**src/rtl/regfile_wb_arbiter_if.sv**
```systemverilog
// Writeback bus for the register-file arbiter: two producer handshakes, decode
// hazard query, and the registered write port toward the register file.
interface regfile_wb_arbiter_if #(
    parameter int DATA_W = 8,
    parameter int ADDR_W = 3
);
    logic                   alu_valid;
    logic [ADDR_W-1:0]      alu_rd;
    logic [DATA_W-1:0]      alu_data;
    logic                   alu_ready;
    logic                   mem_valid;
    logic [ADDR_W-1:0]      mem_rd;
    logic [DATA_W-1:0]      mem_data;
    logic                   mem_ready;
    logic                   issue_valid;
    logic [ADDR_W-1:0]      issue_rd;
    logic [ADDR_W-1:0]      Read_Reg1;
    logic [ADDR_W-1:0]      Read_Reg2;
    logic                   hazard1;
    logic                   hazard2;
    logic [2**ADDR_W-1:0]   busy;
    logic                   RegWrite;
    logic [ADDR_W-1:0]      Write_Reg;
    logic [DATA_W-1:0]      Write_Data;

    modport master (
        output alu_valid, alu_rd, alu_data, mem_valid, mem_rd, mem_data,
               issue_valid, issue_rd, Read_Reg1, Read_Reg2,
        input  alu_ready, mem_ready, hazard1, hazard2, busy,
               RegWrite, Write_Reg, Write_Data
    );

    modport slave (
        input  alu_valid, alu_rd, alu_data, mem_valid, mem_rd, mem_data,
               issue_valid, issue_rd, Read_Reg1, Read_Reg2,
        output alu_ready, mem_ready, hazard1, hazard2, busy,
               RegWrite, Write_Reg, Write_Data
    );
endinterface

```
**src/rtl/regfile_wb_arbiter.sv**
```systemverilog
// Shares the register-file write port between load and ALU writebacks (loads
// first, with a starvation guard for the ALU) and tracks pending writes per register.
module regfile_wb_arbiter #(
    parameter int DATA_W     = 8,
    parameter int ADDR_W     = 3,
    parameter int STARVE_MAX = 3
) (
    input  logic                clk,
    input  logic                rst,
    regfile_wb_arbiter_if.slave bus
);
    localparam int NREG  = 2**ADDR_W;
    localparam int CNT_W = $clog2(STARVE_MAX + 1);
    localparam logic [CNT_W-1:0] STARVE_LIM = CNT_W'(STARVE_MAX);

    logic [CNT_W-1:0]  starve_q, starve_d;
    logic              regwrite_q, regwrite_d;
    logic [ADDR_W-1:0] wreg_q, wreg_d;
    logic [DATA_W-1:0] wdata_q, wdata_d;
    logic [NREG-1:0]   busy_q, busy_d;

    logic              alu_gnt;
    logic              mem_gnt;
    logic              xfer;
    logic [ADDR_W-1:0] gnt_rd;
    logic [DATA_W-1:0] gnt_data;

    always_comb begin
        alu_gnt = 1'b0;
        mem_gnt = 1'b0;
        if (!rst) begin
            if (bus.alu_valid && (!bus.mem_valid || starve_q == STARVE_LIM)) begin
                alu_gnt = 1'b1;
            end else if (bus.mem_valid) begin
                mem_gnt = 1'b1;
            end
        end
        xfer     = alu_gnt | mem_gnt;
        gnt_rd   = alu_gnt ? bus.alu_rd   : bus.mem_rd;
        gnt_data = alu_gnt ? bus.alu_data : bus.mem_data;
    end

    // A mem win with both valid implies starve_q < STARVE_MAX, so the increment cannot overflow.
    always_comb begin
        starve_d = starve_q;
        if (bus.alu_valid && bus.mem_valid && mem_gnt) begin
            starve_d = starve_q + CNT_W'(1);
        end else if (alu_gnt || !bus.alu_valid) begin
            starve_d = '0;
        end

        regwrite_d = xfer;
        wreg_d     = wreg_q;
        wdata_d    = wdata_q;
        if (xfer) begin
            wreg_d  = gnt_rd;
            wdata_d = gnt_data;
        end

        // Issue is applied after the clear so a re-issued register stays busy.
        busy_d = busy_q;
        if (xfer) begin
            busy_d[gnt_rd] = 1'b0;
        end
        if (bus.issue_valid) begin
            busy_d[bus.issue_rd] = 1'b1;
        end
    end

    always_ff @(posedge clk or posedge rst) begin
        if (rst) begin
            starve_q   <= '0;
            regwrite_q <= 1'b0;
            wreg_q     <= '0;
            wdata_q    <= '0;
            busy_q     <= '0;
        end else begin
            starve_q   <= starve_d;
            regwrite_q <= regwrite_d;
            wreg_q     <= wreg_d;
            wdata_q    <= wdata_d;
            busy_q     <= busy_d;
        end
    end

    assign bus.alu_ready  = alu_gnt;
    assign bus.mem_ready  = mem_gnt;
    assign bus.RegWrite   = regwrite_q;
    assign bus.Write_Reg  = wreg_q;
    assign bus.Write_Data = wdata_q;
    assign bus.busy       = busy_q;

    // The write-port term covers the cycle before the register file has committed.
    assign bus.hazard1 = !rst && (busy_q[bus.Read_Reg1] || (regwrite_q && wreg_q == bus.Read_Reg1));
    assign bus.hazard2 = !rst && (busy_q[bus.Read_Reg2] || (regwrite_q && wreg_q == bus.Read_Reg2));
endmodule

```
**src/flat_wrapper.sv**
```systemverilog
// flat-port wrapper written by rule: the top's interface ports become plain ports
module regfile_wb_arbiter_flat 
#(
    parameter int DATA_W     = 8,
    parameter int ADDR_W     = 3,
    parameter int STARVE_MAX = 3
)
  (clk, rst, bus_alu_valid, bus_alu_rd, bus_alu_data, bus_mem_valid, bus_mem_rd, bus_mem_data, bus_issue_valid, bus_issue_rd, bus_Read_Reg1, bus_Read_Reg2, bus_alu_ready, bus_mem_ready, bus_hazard1, bus_hazard2, bus_busy, bus_RegWrite, bus_Write_Reg, bus_Write_Data);
  regfile_wb_arbiter_if #(.DATA_W(DATA_W), .ADDR_W(ADDR_W)) bus_i ();
  input  logic clk;
  input  logic rst;
  input wire logic [$bits(bus_i.alu_valid)-1:0] bus_alu_valid;
  input wire logic [$bits(bus_i.alu_rd)-1:0] bus_alu_rd;
  input wire logic [$bits(bus_i.alu_data)-1:0] bus_alu_data;
  input wire logic [$bits(bus_i.mem_valid)-1:0] bus_mem_valid;
  input wire logic [$bits(bus_i.mem_rd)-1:0] bus_mem_rd;
  input wire logic [$bits(bus_i.mem_data)-1:0] bus_mem_data;
  input wire logic [$bits(bus_i.issue_valid)-1:0] bus_issue_valid;
  input wire logic [$bits(bus_i.issue_rd)-1:0] bus_issue_rd;
  input wire logic [$bits(bus_i.Read_Reg1)-1:0] bus_Read_Reg1;
  input wire logic [$bits(bus_i.Read_Reg2)-1:0] bus_Read_Reg2;
  output wire logic [$bits(bus_i.alu_ready)-1:0] bus_alu_ready;
  output wire logic [$bits(bus_i.mem_ready)-1:0] bus_mem_ready;
  output wire logic [$bits(bus_i.hazard1)-1:0] bus_hazard1;
  output wire logic [$bits(bus_i.hazard2)-1:0] bus_hazard2;
  output wire logic [$bits(bus_i.busy)-1:0] bus_busy;
  output wire logic [$bits(bus_i.RegWrite)-1:0] bus_RegWrite;
  output wire logic [$bits(bus_i.Write_Reg)-1:0] bus_Write_Reg;
  output wire logic [$bits(bus_i.Write_Data)-1:0] bus_Write_Data;
  assign bus_i.alu_valid = bus_alu_valid;
  assign bus_i.alu_rd = bus_alu_rd;
  assign bus_i.alu_data = bus_alu_data;
  assign bus_i.mem_valid = bus_mem_valid;
  assign bus_i.mem_rd = bus_mem_rd;
  assign bus_i.mem_data = bus_mem_data;
  assign bus_i.issue_valid = bus_issue_valid;
  assign bus_i.issue_rd = bus_issue_rd;
  assign bus_i.Read_Reg1 = bus_Read_Reg1;
  assign bus_i.Read_Reg2 = bus_Read_Reg2;
  assign bus_alu_ready = bus_i.alu_ready;
  assign bus_mem_ready = bus_i.mem_ready;
  assign bus_hazard1 = bus_i.hazard1;
  assign bus_hazard2 = bus_i.hazard2;
  assign bus_busy = bus_i.busy;
  assign bus_RegWrite = bus_i.RegWrite;
  assign bus_Write_Reg = bus_i.Write_Reg;
  assign bus_Write_Data = bus_i.Write_Data;
  regfile_wb_arbiter #(.DATA_W(DATA_W), .ADDR_W(ADDR_W), .STARVE_MAX(STARVE_MAX)) u_core (.clk(clk), .rst(rst), .bus(bus_i));
endmodule
```
**config.mk**
```make
export PLATFORM = sky130hd
export DESIGN_NAME = regfile_wb_arbiter_flat
export DESIGN_NICKNAME = d
export VERILOG_FILES = /design/src/rtl/regfile_wb_arbiter_if.sv /design/src/rtl/regfile_wb_arbiter.sv /design/src/flat_wrapper.sv
export SDC_FILE = /design/constraint.sdc
export NUM_CORES = 1
export LEC_CHECK = 0
export BUFFER_PORTS_ARGS = -buffer_cell sky130_fd_sc_hd__buf_2
export CAP_MARGIN = 0
export CORE_AREA = 4 4 74 76
export CTS_CLUSTER_SIZE = 16
export DETAILED_ROUTE_END_ITERATION = 16
export DIE_AREA = 0 0 78 80
export PLACE_DENSITY_LB_ADDON = 0.25
export REMOVE_ABC_BUFFERS = 1
export SLEW_MARGIN = 20
export SYNTH_ARGS = -nofsm -noshare
export SYNTH_HDL_FRONTEND = slang
export SYNTH_SLANG_ARGS = --single-unit
```
**constraint.sdc**
```tcl
create_clock -name clk -period 1.3 [get_ports clk]
set_input_delay 0.13 -clock clk [delete_from_list [all_inputs] [get_ports clk]]
set_output_delay 0.13 -clock clk [all_outputs]
set_load 0.01 [all_outputs]
```
==> summary.md, run 1 <==
| Metric | Value |
|---|---|
| HP Start | bus_alu_data[2] |
| Simple-gate area share of the yosys netlist | 24.0% |
| Largest net degree at the start of global routing | 16 |
| CTS max path bufs | 2 |
| Compound-Gate Fraction of Synth Area | 13.5% |
| Grt met2 use | 24.0% |
| IO Pins | 60 |
| Crit Path Max Fanout | 4 |
| Hold Vio Cnt, Final | 0 |
| GRT Total Usage | 13.3% |
| Multiplexer area fraction after synthesis | 13.3% |
| Critical path class | reg2out |
| Buf/Inv on CP | 1 |
| Hold Path End | u_core.bus.Write_Data[2] |
| Layout area overhead | 67.5% |
| CTS Root Cell | clkbuf_8 |
| Launch point of the worst reg-to-reg path | u_core.starve_q[0] |
| Total grt overflow | 0 |
| Quantity of I/O buffers inserted on ports | 59 |
| TritonCTS clock tree | built |
| Highest Clock Rate | 603 MHz |
| Vias | 1377 |
| Post-Syn Area | 0.00132 mm^2 |
| Peak VDD IR | 0.443 mV |
| Post-synth cell types | 31 |
| CP Data Arrival Time | 1.53 ns |
| Tcrit/Tclk final | 127% |
| Final setup fails | 23 |
| Initial core utilization | 27.9% |
| FF-to-FF path depth | 6 |
| Seq/Total Area, Yosys | 41.8% |
| Clock skew | 0.00130 ns |
| Clock slew at reported path FFs | 0.07 ns |
| Die W | 78 um |
| Placed cell areas | 0.00181 mm^2 |
| HP Class | in2reg |
| # diodes | 0 |
| Max-cap violations | 0 |
| Worst hold stages | 3 |
| Num rows | 25 |
| Total Power | 0.00218 W |
| Pre-CTS WS | -0.164 ns |
| DIE HEIGHT | 80 um |
| Slew @ Worst Pin | 0.368 ns |
| Share of cells above drive strength 1 | 57.5% |
| H-tree Lvls | 1 |
| Synthesized instance count | 142 |
| Outcome | finished with violations |
| Critical path depth in cells | 4 |
| Starting DRT DRC Count | 51 |
| DP HPWL | 3070 um |
| Total CTS buffers | 3 |
| CP max-delay cell | mux4_2 |
| R2R setup slack | -0.18 ns |
| Adder-Cell Fraction of Synth Area | 0.951% |
| Design area | 0.00220 mm^2 |
| Pre-antenna DRT Iters | 4 |
| Largest stage delay on the critical path | 0.49 ns |
| WL final | 3990 um |
| Slew Viols, Final | 0 |
| Minimum clock period after layout | 1.66 ns |
| Synthesized flop and latch total | 22 |
| Core area | 0.00472 mm^2 |
| Yosys warns | 0 |
| Initial antenna violation count | 0 |
| Failing checks | negative setup slack |
| RSZ-0062 raised after global routing | yes |
| Post-route setup TNS | -3.14 ns |
| Most frequent cells in the layout | buf_2, nor2_1, dfrtp_1 |
| Post-synthesis xor/xnor area fraction | 3.99% |
| Die footprint | 0.00624 mm^2 |
| DRC | 0 |
| Routed vias/inst | 4.67 |
| Leak pwr | 0.989 nW |
| Asr flop ratio synth | 100% |
| RR Endpoint | u_core.bus.busy[7] |
| Worst path required time | 1.17 ns |
| Drt wl/cell | 13.5 um |
| Ys flop type | dfrtp_1 |
| Sink Count | 22 |
| Most common cell after layout, fill and taps aside | buf_2 |
| Vias in the first global route | 1449 |
| Clock latency on the worst-skew pair | 0.25 ns |
| First-pass GRT wire length | 6760 um |
| Crit-path cells | mux4_2 -> mux2i_1 -> a21oi_1 -> buf_2 |
| GPL Wtd Cong | 0.760 |
| EDFF count, synth | 0 |
| Met1 Track Usage GR | 17.0% |
| Crit. End Element | output port |
| Top delay family on crit path | multiplexers |
| Met3 Use GR | 2.26% |
| Synthesized area per cell | 9.27 um^2 |
| Slew HR | 75.2% |
| Setup crit start kind | register |
| Net count reported at finish | 267 |
| Main combinational cell family by area after synthesis | simple AND/OR/NAND/NOR gates |
| Power Dens Cells | 987 mW/mm^2 |
| Worst setup margin | -0.357 ns |
| Most Crowded Layer GR | met2 |
| Antenna-violating nets left | 0 |
==> worst min-delay path, stage by stage <==
cell and delay (ns):
buf_2 0.08, nor2_2 0.03, nor2_1 0.07
==> layout make-up <==
class | count | area [um^2]
fillers | 463 | 2520
multi-input cells | 113 | 936
repair buffers | 87 | 582
flip-flops and latches | 22 | 551
well taps | 67 | 83.8
clock buffers | 3 | 41.3
inverters | 3 | 11.3
==> power breakdown <==
part | switching, W | internal (W) | total [W]
logic | 0.000401 | 0.000486 | 0.000887
registers | 0.0000947 | 0.000791 | 0.000885
clock network | 0.000199 | 0.000206 | 0.000405
==> cell usage after synthesis (2+ instances only) <==
cell	n	share of area, %
nor2_1	40	11
dfrtp_1	22	42
a21oi_1	9	3.4
o22ai_1	8	3.8
mux2i_1	7	5.3
nand2b_1	7	3.3
nand2_1	6	1.7
nor3_1	6	2.3
xnor2_1	6	4.0
mux4_2	4	6.8
a31oi_1	3	1.4
inv_2	3	0.86
buf_2	2	0.76
nand4_1	2	0.95
==> metrics by stage <==
| step | cells | hold WS, ns | utilization (%) |
|---|---|---|---|
| 3_3_place_gp | 282 | 0.205 | 38.3 |
| 2_1_floorplan | 138 | 0.0240 | - |
| 6_report | 295 | 0.100 | 46.7 |
| 5_1_grt | 295 | 0.109 | 46.7 |
| 4_1_cts | 292 | 0.108 | 42.9 |
| 3_5_place_dp | 282 | 0.199 | 38.3 |
==> metal layers <==
layer | part of all wire [%] | vias to the layer above
met5 | 0 | -
met4 | 0.70 | 0
met3 | 7.7 | 2
met2 | 48 | 58
met1 | 43 | 644
li1 | - | 673
==> flip-flops by register name (all words and copies together) (netlist names) <==
| signal | cells |
|---|---|
| u_core.bus.Write_Reg | 3 |
| u_core.starve_q | 2 |
| u_core.bus.busy | 8 |
| u_core.bus.Write_Data | 8 |
| u_core.bus.RegWrite | 1 |
==> what timing repair did <==
item                                    4_1_cts  5_1_grt
pin swaps                                    10       14
resized for setup                            27       26
endpoints found under the setup margin       25       25
hold buffers                                  1        0
buffers inserted                              6        3
endpoints found under the hold margin        22        0
==> cell families (layout without fill, tap and decap cells) <==
group / count (synthesis) / count (layout)
and+or+nand+nor: 67 / 67
AOI/OAI and AO/OA: 27 / 27
DFF: 22 / 22
muxes: 12 / 12
buffers and inverters: 7 / 93
xor gates and xnor gates: 6 / 6
adders and majority gates: 1 / 1
==> worst max path at each step <==
stage / from / slack [ns] / endpoint
final: u_core.bus.busy[7] / -0.36 / bus_hazard1
after global routing: u_core.bus.busy[7] / -0.44 / bus_hazard2
after CTS: u_core.bus.busy[7] / -0.36 / bus_hazard1
after detailed placement: u_core.starve_q[0] / -0.16 / u_core.bus.busy[7]
after global placement: u_core.starve_q[0] / -0.16 / u_core.bus.busy[3]
after floorplan: u_core.starve_q[0] / -0.17 / u_core.bus.busy[0]
(Power assumes the default switching activity.)
==> run 2, diff against run 1 <==
Settings changed: ABC_AREA set to 1, CORE_AREA 4 4 74 76 to 4 4 76 78, DIE_AREA 0 0 78 80 to 0 0 80 82, SLEW_MARGIN 20 to not set.
==> summary.md, run 2 <==
| Metric | Value |
|---|---|
| Setup crit end | bus_alu_ready |
| Slew @ Worst Pin | 0.785 ns |
| Synthesized flop and latch total | 22 |
| Final setup fails | 22 |
| Top cells by area, synth | dfrtp_1, nand2_1, inv_1 |
| Initial antenna violation count | 0 |
| Max-cap violations | 0 |
| Synthesized instance count | 197 |
| Worst setup margin | -0.172 ns |
| TritonCTS clock tree | built |
| FF-to-FF path depth | 10 |
| RR Endpoint | u_core.bus.busy[5] |
| Ys flop type | dfrtp_1 |
| Critical path depth in cells | 7 |
| Yosys warns | 0 |
| GPL Wtd Cong | 0.790 |
| GRT Total Usage | 13.4% |
| R2R setup slack | -0.15 ns |
| Failing checks | negative setup slack |
| Total Power | 0.00241 W |
| Share of cells above drive strength 1 | 48.1% |
| CP Data Arrival Time | 1.34 ns |
| CP max-delay cell | dfrtp_1 |
| Most frequent cell after synthesis | nand2_1 |
| DIE HEIGHT | 82 um |
| Buf/Inv on CP | 4 |
| Worst hold margin | 0.142 ns |
| CTS max path bufs | 2 |
| Hold Vio Cnt, Final | 0 |
| Top delay family on crit path | flip-flops |
| # diodes | 0 |
| Pre-antenna DRT Iters | 4 |
| Quantity of I/O buffers inserted on ports | 59 |
| Sink Count | 22 |
| Initial core utilization | 27.8% |
| Final core area utilization | 45.4% |
| Worst path required time | 1.17 ns |
| Leak pwr | 1.22 nW |
| Synthesized area per cell | 7.15 um^2 |
| Crit Path Max Fanout | 5 |
| CTS Root Cell | clkbuf_8 |
| RSZ-0062 raised after global routing | yes |
| Num rows | 26 |
| Post-synth cell types | 21 |
| Worst setup path startpoint | u_core.starve_q[0] |
| Total grt overflow | 0 |
| WL final | 4240 um |
| Post-Syn Area | 0.00141 mm^2 |
| Tcrit/Tclk final | 113% |
| Routed vias/inst | 4.47 |
| First-pass GRT wire length | 7000 um |
| Top post-synthesis cells by count | nand2_1, inv_1, dfrtp_1 |
| HP Class | in2reg |
| Peak VDD IR | 0.381 mV |
| Post-route setup TNS | -2.29 ns |
| Clock latency on the worst-skew pair | 0.27 ns |
| Vias | 1577 |
| EDFF count, synth | 0 |
| Die W | 80 um |
| Starting DRT DRC Count | 52 |
| Outcome | finished with violations |
| Vias in the first global route | 1643 |
| Clock slew at reported path FFs | 0.08 ns |
| Net count reported at finish | 321 |
| Largest stage delay on the critical path | 0.39 ns |
| Drt wl/cell | 12.0 um |
| Most frequent cells in the layout | buf_2, nand2_1, inv_1 |
| Most common cell after layout, fill and taps aside | buf_2 |
| DRC | 0 |
| Core area | 0.00507 mm^2 |
| Power Dens Cells | 1040 mW/mm^2 |
| IO Pins | 60 |
| Launch point of the worst reg-to-reg path | u_core.starve_q[0] |
| Die footprint | 0.00656 mm^2 |
| Critical path class | reg2out |
| Pre-CTS WS | -0.0928 ns |
| Largest net degree at the start of global routing | 18 |
| Crit-path cells | ha_2 -> inv_2 -> nand2_4 -> nand3_4 -> buf_6 -> inv_2 -> buf_6 |
| Post-synth top area share | 39.1% |
| DP HPWL | 3150 um |
| Minimum clock period after layout | 1.47 ns |
| Crit. End Element | output port |
| Highest Clock Rate | 679 MHz |
| Slew HR | 47.7% |
| Asr flop ratio synth | 100% |
| Antenna-violating nets left | 0 |
| Layout area overhead | 63.5% |
| Slew Viols, Final | 0 |
| Synth area leader | dfrtp_1 |
| Seq/Total Area, Yosys | 39.1% |
| Total CTS buffers | 3 |
| Setup crit start kind | register |
| H-tree Lvls | 1 |
| Clock skew | 0.00543 ns |
-- run 2: cell count changes in the layout (fill, tap and decap cells not counted), moves of 4 or more --
cell      delta
nand2_1     +46
nor2_1      -30
inv_1       +27
nand3_1     +14
nand4_1     +12
nand2_4      +7
nand2b_1     -7
nor2_2       -7
inv_2        +5
nand2_2      +5
mux4_2       -4
nor3_1       -4
o22ai_1      -4
-- run 2: cell type report --
class / count / area, um^2
clock inverters: 1 / 30.0
flip-flops and latches: 22 / 551
repair buffers: 87 / 569
clock buffers: 3 / 41.3
well taps: 70 / 87.6
multi-input cells: 134 / 887
fillers: 518 / 2770
inverters: 36 / 138
-- run 2: worst min-delay path by stage --
stage | to | startpoint | cells after the start | slack, ns
final | u_core.bus.Write_Data[5] | bus_mem_data[5] | 3 | 0.14
after global routing | u_core.bus.Write_Data[3] | bus_mem_data[3] | 3 | 0.14
after CTS | u_core.bus.Write_Data[5] | bus_mem_data[5] | 3 | 0.13
after detailed placement | u_core.starve_q[0] | rst | 3 | 0.22
after global placement | u_core.starve_q[0] | rst | 3 | 0.22
after floorplan | u_core.bus.RegWrite | rst | 1 | 0.06
-- run 2: per-layer routing --
layer | part of all wire [%] | vias to the layer above | global-route usage [%] | routed length [um]
met2 | 54 | 26 | 25.8 | 2310
met4 | 1.7 | 0 | 5.07 | 72
li1 | - | 811 | - | -
met5 | 0 | - | 0 | 0
met3 | 3.8 | 7 | 1.75 | 160
met1 | 40 | 733 | 14.9 | 1700
-- run 2: worst register-to-register path, cell delays in order (launching register included) --
cell and delay (ns):
dfrtp_1 0.39, ha_2 0.18, inv_2 0.06, nand2_4 0.08, buf_4 0.15, nand4_1 0.12
nand2_4 0.09, nor2_4 0.11, nand2_1 0.07, nand2_1 0.05, nand2_1 0.04
-- run 2: stage by stage --
step / instance area (um^2) / instances
6_report: 2300 / 353
5_1_grt: 2300 / 353
4_1_cts: 2160 / 348
3_5_place_dp: 1810 / 329
3_3_place_gp: 1810 / 329
2_1_floorplan: 1370 / 192
-- run 2: power by group --
part	leakage, nW	switching (W)	internal [W]
Combinational	0.931	0.000477	0.000423
Clock	0.0357	0.000230	0.000412
Sequential	0.254	0.0000742	0.000791
Total	1.22	0.000781	0.00163
-- run 2: cell families after synthesis --
group / count (synthesis) / synth area share [%]
fa+ha+maj: 1 / 0.888
xor+xnor: 4 / 2.49
simple gates: 102 / 34.7
flops: 22 / 39.1
buf+inv: 41 / 12.3
compound gates: 27 / 10.6
-- run 2: what timing repair did --
item	in CTS	in global routing
hold buffers	2	0
gates resized for setup	41	27
pin swaps	9	13
endpoints found under the setup margin	24	40
setup buffers	13	5
endpoints found under the hold margin	22	0
==> run 3, diff against run 2 <==
Settings changed: CORE_AREA 4 4 76 78 to 4 4 63 65, DIE_AREA 0 0 80 82 to 0 0 67 69.
==> summary.md, run 3 (same netlist as run 2, synthesis figures left out) <==
| Metric | Value |
|---|---|
| Placed cell areas | 0.00179 mm^2 |
| Failing checks | negative setup slack |
| Clock slew at reported path FFs | 0.13 ns |
| TritonCTS clock tree | built |
| CP Data Arrival Time | 1.43 ns |
| Setup crit start kind | register |
| Peak VDD IR | 0.599 mV |
| Total Power | 0.00218 W |
| H-tree Lvls | 1 |
| Core area | 0.00334 mm^2 |
| Max-cap violations | 0 |
| CTS max path bufs | 2 |
| Layout area overhead | 60.1% |
| Final std cells w/o fill | 325 |
| Initial antenna violation count | 0 |
| DRC | 0 |
| Hold Vio Cnt, Final | 0 |
| Most frequent cells in the layout | buf_2, nand2_1, inv_1 |
| WL final | 4330 um |
| Drt wl/cell | 13.3 um |
| DIE HEIGHT | 69 um |
| R2R setup slack | -0.21 ns |
| Pre-CTS WS | -0.0929 ns |
| Num rows | 21 |
| Vias | 1584 |
| Critical path class | reg2out |
| Worst setup margin | -0.257 ns |
| Hold-fix buffers at CTS | 0 |
| Net count reported at finish | 317 |
| GRT Total Usage | 19.3% |
| RR Endpoint | u_core.bus.busy[5] |
| CTS Root Cell | clkbuf_4 |
| Clock skew | 0.00257 ns |
| Die W | 67 um |
| Tcrit/Tclk final | 120% |
| Final setup fails | 23 |
| Minimum clock period after layout | 1.56 ns |
| Outcome | finished with violations |
| Sink Count | 22 |
| Die footprint | 0.00462 mm^2 |
| IO Pins | 60 |
| Launch point of the worst reg-to-reg path | u_core.starve_q[0] |
| GPL Wtd Cong | 0.884 |
| Leak pwr | 1.20 nW |
| Slew HR | 73.6% |
| Power Dens Cells | 967 mW/mm^2 |
| Worst path required time | 1.17 ns |
| First-pass GRT wire length | 7010 um |
| HP Class | in2async |
| Total CTS buffers | 3 |
| Crit. End Element | output port |
| Crit Path Max Fanout | 6 |
| Quantity of I/O buffers inserted on ports | 59 |
| Slew @ Worst Pin | 0.396 ns |
| Most common cell after layout, fill and taps aside | buf_2 |
| Placed Cells | 306 |
| Slew Viols, Final | 0 |
| FF-to-FF path depth | 11 |
| DP HPWL | 2910 um |
| Starting DRT DRC Count | 68 |
| # diodes | 0 |
| Pre-antenna DRT Iters | 4 |
| Routed vias/inst | 4.87 |
| Share of cells above drive strength 1 | 51.3% |
| Antenna-violating nets left | 0 |
| Vias in the first global route | 1611 |
| Total grt overflow | 0 |
| Initial core utilization | 42.2% |
| Largest net degree at the start of global routing | 23 |
| RSZ-0062 raised after global routing | yes |
| Design area | 0.00226 mm^2 |
| Highest Clock Rate | 642 MHz |
| Clock latency on the worst-skew pair | 0.33 ns |
==> run 3: cell types whose count changed in the layout (fill, tap and decap cells not counted), moves of 2 or more <==
cell	previous run	this run
clkbuf_4	0	3
nand2_2	6	9
nand2_1	51	42
nand2_4	8	14
buf_4	19	17
clkbuf_8	3	1
==> run 3: how the worst max path moves through the flow <==
stage / startpoint / to / depth (start not counted)
CTS: u_core.bus.busy[1] / bus_hazard1 / 9
finish: u_core.starve_q[0] / bus_alu_ready / 7
detailed placement: u_core.starve_q[0] / u_core.bus.busy[6] / 10
floorplan: u_core.starve_q[0] / u_core.bus.busy[6] / 10
global route: u_core.bus.busy[2] / bus_hazard1 / 9
global placement: u_core.starve_q[0] / u_core.bus.busy[6] / 9
==> run 3: critical path: stages, from the launching register on <==
cell and delay, ns:
dfrtp_1 0.41, ha_2 0.19, inv_2 0.06, nand2_4 0.08
nand3_4 0.10, buf_6 0.12, inv_2 0.03, buf_6 0.11
==> run 3: final cells by class <==
cell class | instances | area, um^2
repair buffers | 83 | 538
flip-flops and latches | 22 | 551
inverters | 36 | 138
multi-input cells | 134 | 936
clock buffers | 4 | 36.3
well taps | 46 | 57.6
fillers | 292 | 1080
==> run 3: power by group <==
group / switching, W / total (W) / internal [W]
logic: 0.000491 / 0.000912 / 0.000421
registers: 0.0000798 / 0.000870 / 0.000790
clock network: 0.000227 / 0.000399 / 0.000172
total: 0.000798 / 0.00218 / 0.00138
==> run 3: routing by layer <==
| metal | routed length [um] | global-route usage, % | up-vias |
|---|---|---|---|
| met5 | 0 | 0 | - |
| met3 | 199 | 3.25 | 7 |
| met1 | 1840 | 24.5 | 726 |
| li1 | - | - | 804 |
| met2 | 2190 | 31.1 | 47 |
| met4 | 97 | 8.78 | 0 |
==> run 3: repair_timing <==
action                     4_1_cts  5_1_grt
gates resized for setup         48       41
pin swaps                       16       21
buffers inserted                12        5
setup endpoints to repair       24       23
==> run 3: per-stage QoR <==
stage               utilization [%]  hold WS [ns]  TNS [ns]
floorplan                         -        0.0638    -0.215
global placement               53.7         0.406    -0.364
detailed placement             53.7         0.404     -1.10
CTS                            62.8        0.0376     -2.40
global route                   67.6        0.0627     -5.18
finish                         67.6        0.0363     -3.32
